**config.mk**
```make
export PLATFORM = sky130hd
export DESIGN_NAME = pe_operand_loader
export DESIGN_NICKNAME = d
export VERILOG_FILES = /design/src/rtl/pe_pkg.sv /design/src/rtl/pe_lane_regfile.sv /design/src/rtl/pe_operand_loader.sv
export SDC_FILE = /design/constraint.sdc
export NUM_CORES = 1
export LEC_CHECK = 0
export CAP_MARGIN = 20
export CORE_ASPECT_RATIO = 1.25
export CORE_MARGIN = 2
export CORE_UTILIZATION = 49
export CTS_CLUSTER_DIAMETER = 40
export DETAILED_ROUTE_END_ITERATION = 10
export PLACE_DENSITY_LB_ADDON = 0.15
export REMOVE_ABC_BUFFERS = 1
export SYNTH_ARGS = -nofsm -noshare
export SYNTH_HDL_FRONTEND = slang
export SYNTH_HIERARCHICAL = 1
export SYNTH_SLANG_ARGS = --single-unit
```
**constraint.sdc**
```tcl
create_clock -name clk -period 3.49 [get_ports clk]
set_clock_uncertainty 0.1 [all_clocks]
set_input_delay 0.5235 -clock clk [delete_from_list [all_inputs] [get_ports clk]]
set_output_delay 0.5235 -clock clk [all_outputs]
set_load 0.02 [all_outputs]
```
**src/rtl/pe_pkg.sv**
```systemverilog
// pe_pkg: shared constants and FSM state type for the PE operand loader
package pe_pkg;
  localparam int LANES = 16;
  localparam int DW = 8;
  localparam int RW = 16;
  localparam int IW = $clog2(LANES);
  localparam int CW = 5;
  localparam int FRAME_FULL = 32;
  localparam int FRAME_IN = 16;
  typedef enum logic [1:0] {LOAD_I, LOAD_W, CAPTURE, OUT} state_t;
endpackage

```
**src/rtl/pe_lane_regfile.sv**
```systemverilog
// pe_lane_regfile: LANES x DW operand bank, one lane written per cycle
// ports: clk, rst_n (async low), we/idx/wdata write port, vec = packed lanes (lane k at [k*DW +: DW])
module pe_lane_regfile #(
  parameter int LANES = 16,
  parameter int DW = 8
) (
  input  logic                     clk,
  input  logic                     rst_n,
  input  logic                     we,
  input  logic [$clog2(LANES)-1:0] idx,
  input  logic [DW-1:0]            wdata,
  output logic [LANES*DW-1:0]      vec
);
  always_ff @(posedge clk or negedge rst_n)
    if (!rst_n) vec <= '0;
    else if (we) vec[idx*DW +: DW] <= wdata;
endmodule

```
**src/rtl/pe_operand_loader.sv**
```systemverilog
// pe_operand_loader: assembles a byte stream into PE operand vectors and returns the PE result
// ports: clk, rst_n (async low); s_data/s_valid/s_last/s_ready byte stream in;
//   i_vec/w_vec operand vectors to the PE; pe_result combinational PE output;
//   m_data/m_valid/m_ready result out; err_pulse one-cycle framing error
// option: PE_LOADER_WT_KEEP_EN adds wt_keep (sampled with byte 0) for 16-byte input-only frames
module pe_operand_loader
  import pe_pkg::*;
(
  input  logic                clk,
  input  logic                rst_n,
  input  logic [DW-1:0]       s_data,
  input  logic                s_valid,
  input  logic                s_last,
  output logic                s_ready,
`ifdef PE_LOADER_WT_KEEP_EN
  input  logic                wt_keep,
`endif
  output logic [LANES*DW-1:0] i_vec,
  output logic [LANES*DW-1:0] w_vec,
  input  logic [RW-1:0]       pe_result,
  output logic [RW-1:0]       m_data,
  output logic                m_valid,
  input  logic                m_ready,
  output logic                err_pulse
);
  state_t state;
  logic [CW-1:0] cnt;
  logic fire, final_byte;
  assign s_ready = state == LOAD_I || state == LOAD_W;
  assign fire = s_valid && s_ready;
`ifdef PE_LOADER_WT_KEEP_EN
  logic keep_q, keep_now;
  // the keep flag travels with byte 0, so use the live input until it is registered
  assign keep_now = cnt == '0 ? wt_keep : keep_q;
  assign final_byte = cnt == (keep_now ? CW'(FRAME_IN - 1) : CW'(FRAME_FULL - 1));
  always_ff @(posedge clk or negedge rst_n)
    if (!rst_n) keep_q <= 1'b0;
    else if (fire && cnt == '0) keep_q <= wt_keep;
`else
  assign final_byte = cnt == CW'(FRAME_FULL - 1);
`endif
  // lane index for weights is cnt-16, which is simply the low bits of cnt
  pe_lane_regfile #(.LANES(LANES), .DW(DW)) u_in (
    .clk(clk), .rst_n(rst_n), .we(fire && state == LOAD_I),
    .idx(cnt[IW-1:0]), .wdata(s_data), .vec(i_vec)
  );
  pe_lane_regfile #(.LANES(LANES), .DW(DW)) u_wt (
    .clk(clk), .rst_n(rst_n), .we(fire && state == LOAD_W),
    .idx(cnt[IW-1:0]), .wdata(s_data), .vec(w_vec)
  );
  always_ff @(posedge clk or negedge rst_n)
    if (!rst_n) begin
      state <= LOAD_I;
      cnt <= '0;
      m_data <= '0;
      m_valid <= 1'b0;
      err_pulse <= 1'b0;
    end else begin
      err_pulse <= 1'b0;
      case (state)
        LOAD_I, LOAD_W: if (fire) begin
          if (final_byte) begin
            state <= CAPTURE;
            cnt <= '0;
            err_pulse <= !s_last;
          end else if (s_last) begin
            // early last aborts the frame but keeps whatever lanes were written
            state <= LOAD_I;
            cnt <= '0;
            err_pulse <= 1'b1;
          end else begin
            state <= cnt == CW'(FRAME_IN - 1) ? LOAD_W : state;
            cnt <= cnt + CW'(1);
          end
        end
        CAPTURE: begin
          m_data <= pe_result;
          m_valid <= 1'b1;
          state <= OUT;
        end
        OUT: if (m_ready) begin
          m_valid <= 1'b0;
          state <= LOAD_I;
        end
        default: state <= LOAD_I;
      endcase
    end
endmodule
```
==> qor_table.md <==
| Item | This run |
| --- | --- |
| Final sum of negative setup slack | 0 ns |
| Final wirelength | 31,000 um |
| Count of standard-cell rows | 62 |
| Number of CTS-inserted buffers | 37 |
| TritonCTS clock tree | built |
| DIE HEIGHT | 176 um |
| Reg-to-reg startpoint | cnt[0]$_DFFE_PN0P_ |
| Die area | 24,900 um^2 |
| R2R cell count | 6 |
| Max-slew violation total from the final report | 0 |
| Switch share | 30.8% |
| Area share of the largest cell type after synthesis | 60.6% |
| Leakage power of the design | 7.49 nW |
| Share of power burned in combinational logic | 27.4% |
| Count of nets after finishing | 1,279 |
| Core area | 23,100 um^2 |
| Seq/Total Area, Yosys | 60.6% |
| Clock latency on the worst-skew pair | 0.51 ns |
| DR vias | 8,244 |
| Antenna diode count | 0 |
| First-pass iteration count of the detailed router | 5 |
| HPWL reported at the end of detailed placement | 21,800 um |
| Compound-cell area share of the yosys netlist | 4.93% |
| Post-synthesis instance area | 11,600 um^2 |
| Rel. slew slack | 33.3% |
| Largest net degree at the start of global routing | 100 |
| Setup repair after global routing missed its margin | false |
| Net switching component of the power | 3.31 mW |
| Non-filler cells in the finished layout | 1,554 |
| Antenna-violating nets left | 0 |
| Final Util | 70.7% |
| Warnings from Yosys | 6 |
| Worst min path class | flip-flop to flip-flop |
| Kind of start point of the critical path | flip-flop |
| Number of clock sinks seen by CTS | 281 |
| Crit Path Max Fanout | 18 |
| Required time of the worst setup path | 3.77 ns |
| Die X-Extent | 142 um |
| Iteration-0 DRC count of the detailed router | 370 |
| Vias in the first global route | 8,253 |
| Critical register-to-register path endpoint | u_wt/vec[23]$_DFFE_PN0P_ |
| Maximum clock path buffer count | 3 |
| CTS clock-pin slew for the worst setup and hold paths | 0.06 ns |
| Flip-flop and latch count after synthesis | 281 |
| Buffer type at the clock tree root | sky130_fd_sc_hd__clkbuf_16 |
| Share of the clock period used by the worst path | 85.4% |
| Critical path arrival | 3.26 ns |
| Pwr Density | 658 nW/um^2 |
| Main combinational cell family by area after synthesis | multiplexers |
| Total setup violations reported at the end of the flow | 0 |
| Initial Util | 50.2% |
| Maximum Capacitance Violations | 0 |
| Top cells by area in the synthesized netlist | sky130_fd_sc_hd__dfrtp_1, sky130_fd_sc_hd__mux2_2, sky130_fd_sc_hd__nand2_1 |
| Gate Count Post-Synth | 904 |
| Placer congestion estimate | 0.854 |
| CTS H-tree lvls | 2 |
| Total count of hold-check failures in the final report | 0 |
| DR DRC count | 0 |
| Area overhead of the layout relative to synthesis | 40.8% |
| Clock Power Share | 35.3% |
| Time the worst path needs with I/O delays and setup | 2.98 ns |
| Critical path capture point type | flip-flop |
| Global-route wire length before repair | 47,600 um |
| Crit. Startpoint | cnt[0]$_DFFE_PN0P_ |
| Total congestion overflow | 0 |
| Number of instances on the worst hold path | 2 |
| Peak Freq | 0.336 GHz |
| Seq pwr share | 37.3% |
| VDD IR-drop max | 579 uV |
| Adder and majority gate portion of the synthesized area | 0.863% |
| Ys flop type | sky130_fd_sc_hd__dfrtp_1 |
| Placed inst area | 15,100 um^2 |
| WS Path Type | flip-flop to flip-flop |
| PortBufs | 303 |
| Top-Level Pins | 304 |
| Fraction of the mapped netlist area in simple logic gates | 11.5% |
| Total power of the final layout | 10.8 mW |
| Final instance area | 16,300 um^2 |
| Flop-to-flop setup slack | 0.51 ns |
| Average footprint of a synthesized cell | 12.8 um^2 |
| Mux contribution to synthesized area | 19.4% |
| Fraction of final layout cells with drive strength greater than 1 | 24.7% |
| Via/cell ratio | 5.31 |
| Routed WL per cell | 19.9 um |
| Internal power component | 7.44 mW |
| All-layer global routing usage | 24.6% |
| Distinct cell type count after synthesis | 53 |
| Critical Path Sink | u_wt/vec[23]$_DFFE_PN0P_ |
| Xor/xnor cell area share of the yosys netlist | 0.151% |
| Yosys top cell by area | sky130_fd_sc_hd__dfrtp_1 |
| Post-Place Cells | 1,487 |
| Antenna violations before repair | 0 |
| EDFF count, synth | 0 |
| Outcome | completed |
| Least-Margin Pin Slew | 0.996 ns |
| Async set-reset flop share out of synthesis | 100% |
cells in the final DEF (no fill, tap or decap), drive strengths merged, types with 2 or more instances in the layout:
| master | synthesis | final |
|---|---|---|
| clkdlybuf4s50 | 0 | 302 |
| dfrtp | 281 | 281 |
| mux2 | 191 | 191 |
| nand2 | 132 | 132 |
| o21ai | 87 | 87 |
| clkbuf | 19 | 47 |
| buf | 21 | 36 |
| inv | 23 | 29 |
| nor2 | 24 | 24 |
| nand3 | 20 | 20 |
| nor2b | 17 | 17 |
| and3 | 12 | 12 |
| and2 | 12 | 12 |
| ha | 8 | 8 |
| nor3 | 8 | 8 |
| clkinv | 0 | 6 |
| nand2b | 5 | 5 |
| nor4 | 5 | 5 |
| o211ai | 5 | 5 |
| or3 | 4 | 4 |
| nand3b | 4 | 4 |
| and2b | 4 | 4 |
| nand4 | 3 | 3 |
| bufinv | 0 | 3 |
| a21oi | 3 | 3 |
| a21o | 2 | 2 |
| and3b | 2 | 2 |
| or4 | 2 | 2 |
Yosys cell counts (2+ instances only):
| library cell | instances |
|---|---|
| sky130_fd_sc_hd__a21o_1 | 2 |
| sky130_fd_sc_hd__and2_1 | 12 |
| sky130_fd_sc_hd__and2b_1 | 2 |
| sky130_fd_sc_hd__and2b_2 | 2 |
| sky130_fd_sc_hd__and3_1 | 12 |
| sky130_fd_sc_hd__and3b_1 | 2 |
| sky130_fd_sc_hd__buf_2 | 17 |
| sky130_fd_sc_hd__buf_6 | 2 |
| sky130_fd_sc_hd__clkbuf_1 | 18 |
| sky130_fd_sc_hd__dfrtp_1 | 281 |
| sky130_fd_sc_hd__ha_1 | 8 |
| sky130_fd_sc_hd__inv_1 | 22 |
| sky130_fd_sc_hd__mux2_2 | 165 |
| sky130_fd_sc_hd__mux2_4 | 25 |
| sky130_fd_sc_hd__nand2_1 | 132 |
| sky130_fd_sc_hd__nand2b_1 | 5 |
| sky130_fd_sc_hd__nand3_1 | 20 |
| sky130_fd_sc_hd__nand3b_1 | 3 |
| sky130_fd_sc_hd__nand4_1 | 3 |
| sky130_fd_sc_hd__nor2_1 | 14 |
| sky130_fd_sc_hd__nor2_2 | 7 |
| sky130_fd_sc_hd__nor2_4 | 2 |
| sky130_fd_sc_hd__nor2b_1 | 17 |
| sky130_fd_sc_hd__nor3_1 | 3 |
| sky130_fd_sc_hd__nor3_2 | 5 |
| sky130_fd_sc_hd__nor4_4 | 4 |
| sky130_fd_sc_hd__o211ai_1 | 4 |
| sky130_fd_sc_hd__o21ai_0 | 79 |
| sky130_fd_sc_hd__o21ai_1 | 8 |
| sky130_fd_sc_hd__or3_1 | 4 |
| sky130_fd_sc_hd__or4_1 | 2 |
state kept, by name (all words and copies together), names as in the netlist:
register / cells
m_valid: 1
err_pulse: 1
u_wt/vec: 128
m_data: 16
u_in/vec: 128
cnt: 5
state: 2
metrics by stage:
stage	setup slack [ns]	hold slack [ns]
6_report	0.511	0.379
3_3_place_gp	0.505	0.362
2_1_floorplan	0.603	0.128
5_1_grt	0.302	0.391
3_5_place_dp	0.454	0.369
4_1_cts	0.497	0.382
final cells by class:
cell class	instances	area, um^2
clock buffers	47	1050
clock inverters	16	200
fillers	1646	6780
inverters	23	86.3
multi-input cells	560	4280
flip-flops and latches	281	7030
well taps	288	360
repair buffers	339	3340
critical path, stage by stage (launching register included):
cell	delay, ns
sky130_fd_sc_hd__dfrtp_1	0.62
sky130_fd_sc_hd__buf_4	0.28
sky130_fd_sc_hd__inv_1	0.06
sky130_fd_sc_hd__ha_1	0.44
sky130_fd_sc_hd__nand3b_2	0.17
sky130_fd_sc_hd__or4_1	0.79
sky130_fd_sc_hd__mux2_4	0.39
power groups by stage:
stage,sequential [mW],clock (mW),combinational (mW)
2_1_floorplan,4.59,0,0.950
3_3_place_gp,4.05,0,2.92
3_5_place_dp,4.06,0,2.95
4_1_cts,4.01,3.86,2.97
5_1_grt,4.07,4.01,3.13
6_report,4.01,3.79,2.95
routing by layer:
metal | track usage [%] | share of wire, % | vias to the layer above | wire (um)
li1 | - | - | 3787 | -
met1 | 32.4 | 41 | 4104 | 12800
met2 | 39.3 | 48 | 299 | 14900
met3 | 7.16 | 8.0 | 54 | 2460
met4 | 8.54 | 2.9 | 0 | 886
met5 | 0 | 0 | - | 0
worst min path at each step:
stage	slack, ns	endpoint	start
2_1_floorplan	0.13	cnt[0]$_DFFE_PN0P_	rst_n
3_3_place_gp	0.36	m_valid$_DFFE_PN0P_	m_valid$_DFFE_PN0P_
3_5_place_dp	0.37	u_in/vec[41]$_DFFE_PN0P_	u_in/vec[41]$_DFFE_PN0P_
4_1_cts	0.38	u_in/vec[54]$_DFFE_PN0P_	u_in/vec[54]$_DFFE_PN0P_
5_1_grt	0.39	u_in/vec[119]$_DFFE_PN0P_	u_in/vec[119]$_DFFE_PN0P_
6_report	0.38	u_in/vec[41]$_DFFE_PN0P_	u_in/vec[41]$_DFFE_PN0P_
cells by family after synthesis:
family,Yosys count
AND/OR/NAND/NOR,256
multiplexers,192
XOR/XNOR,2
buffers and inverters,63
AO/OA/AOI/OAI,102
flip-flops,281
adder cells (fa/ha/maj),8
what timing repair did:
action | CTS | global route
hold buffers | 1 | 0
resized for setup | 0 | 0
hold endpoints to repair | 44 | 0
setup buffers | 0 | 0
Note: power is estimated with default switching activity, not from simulation.
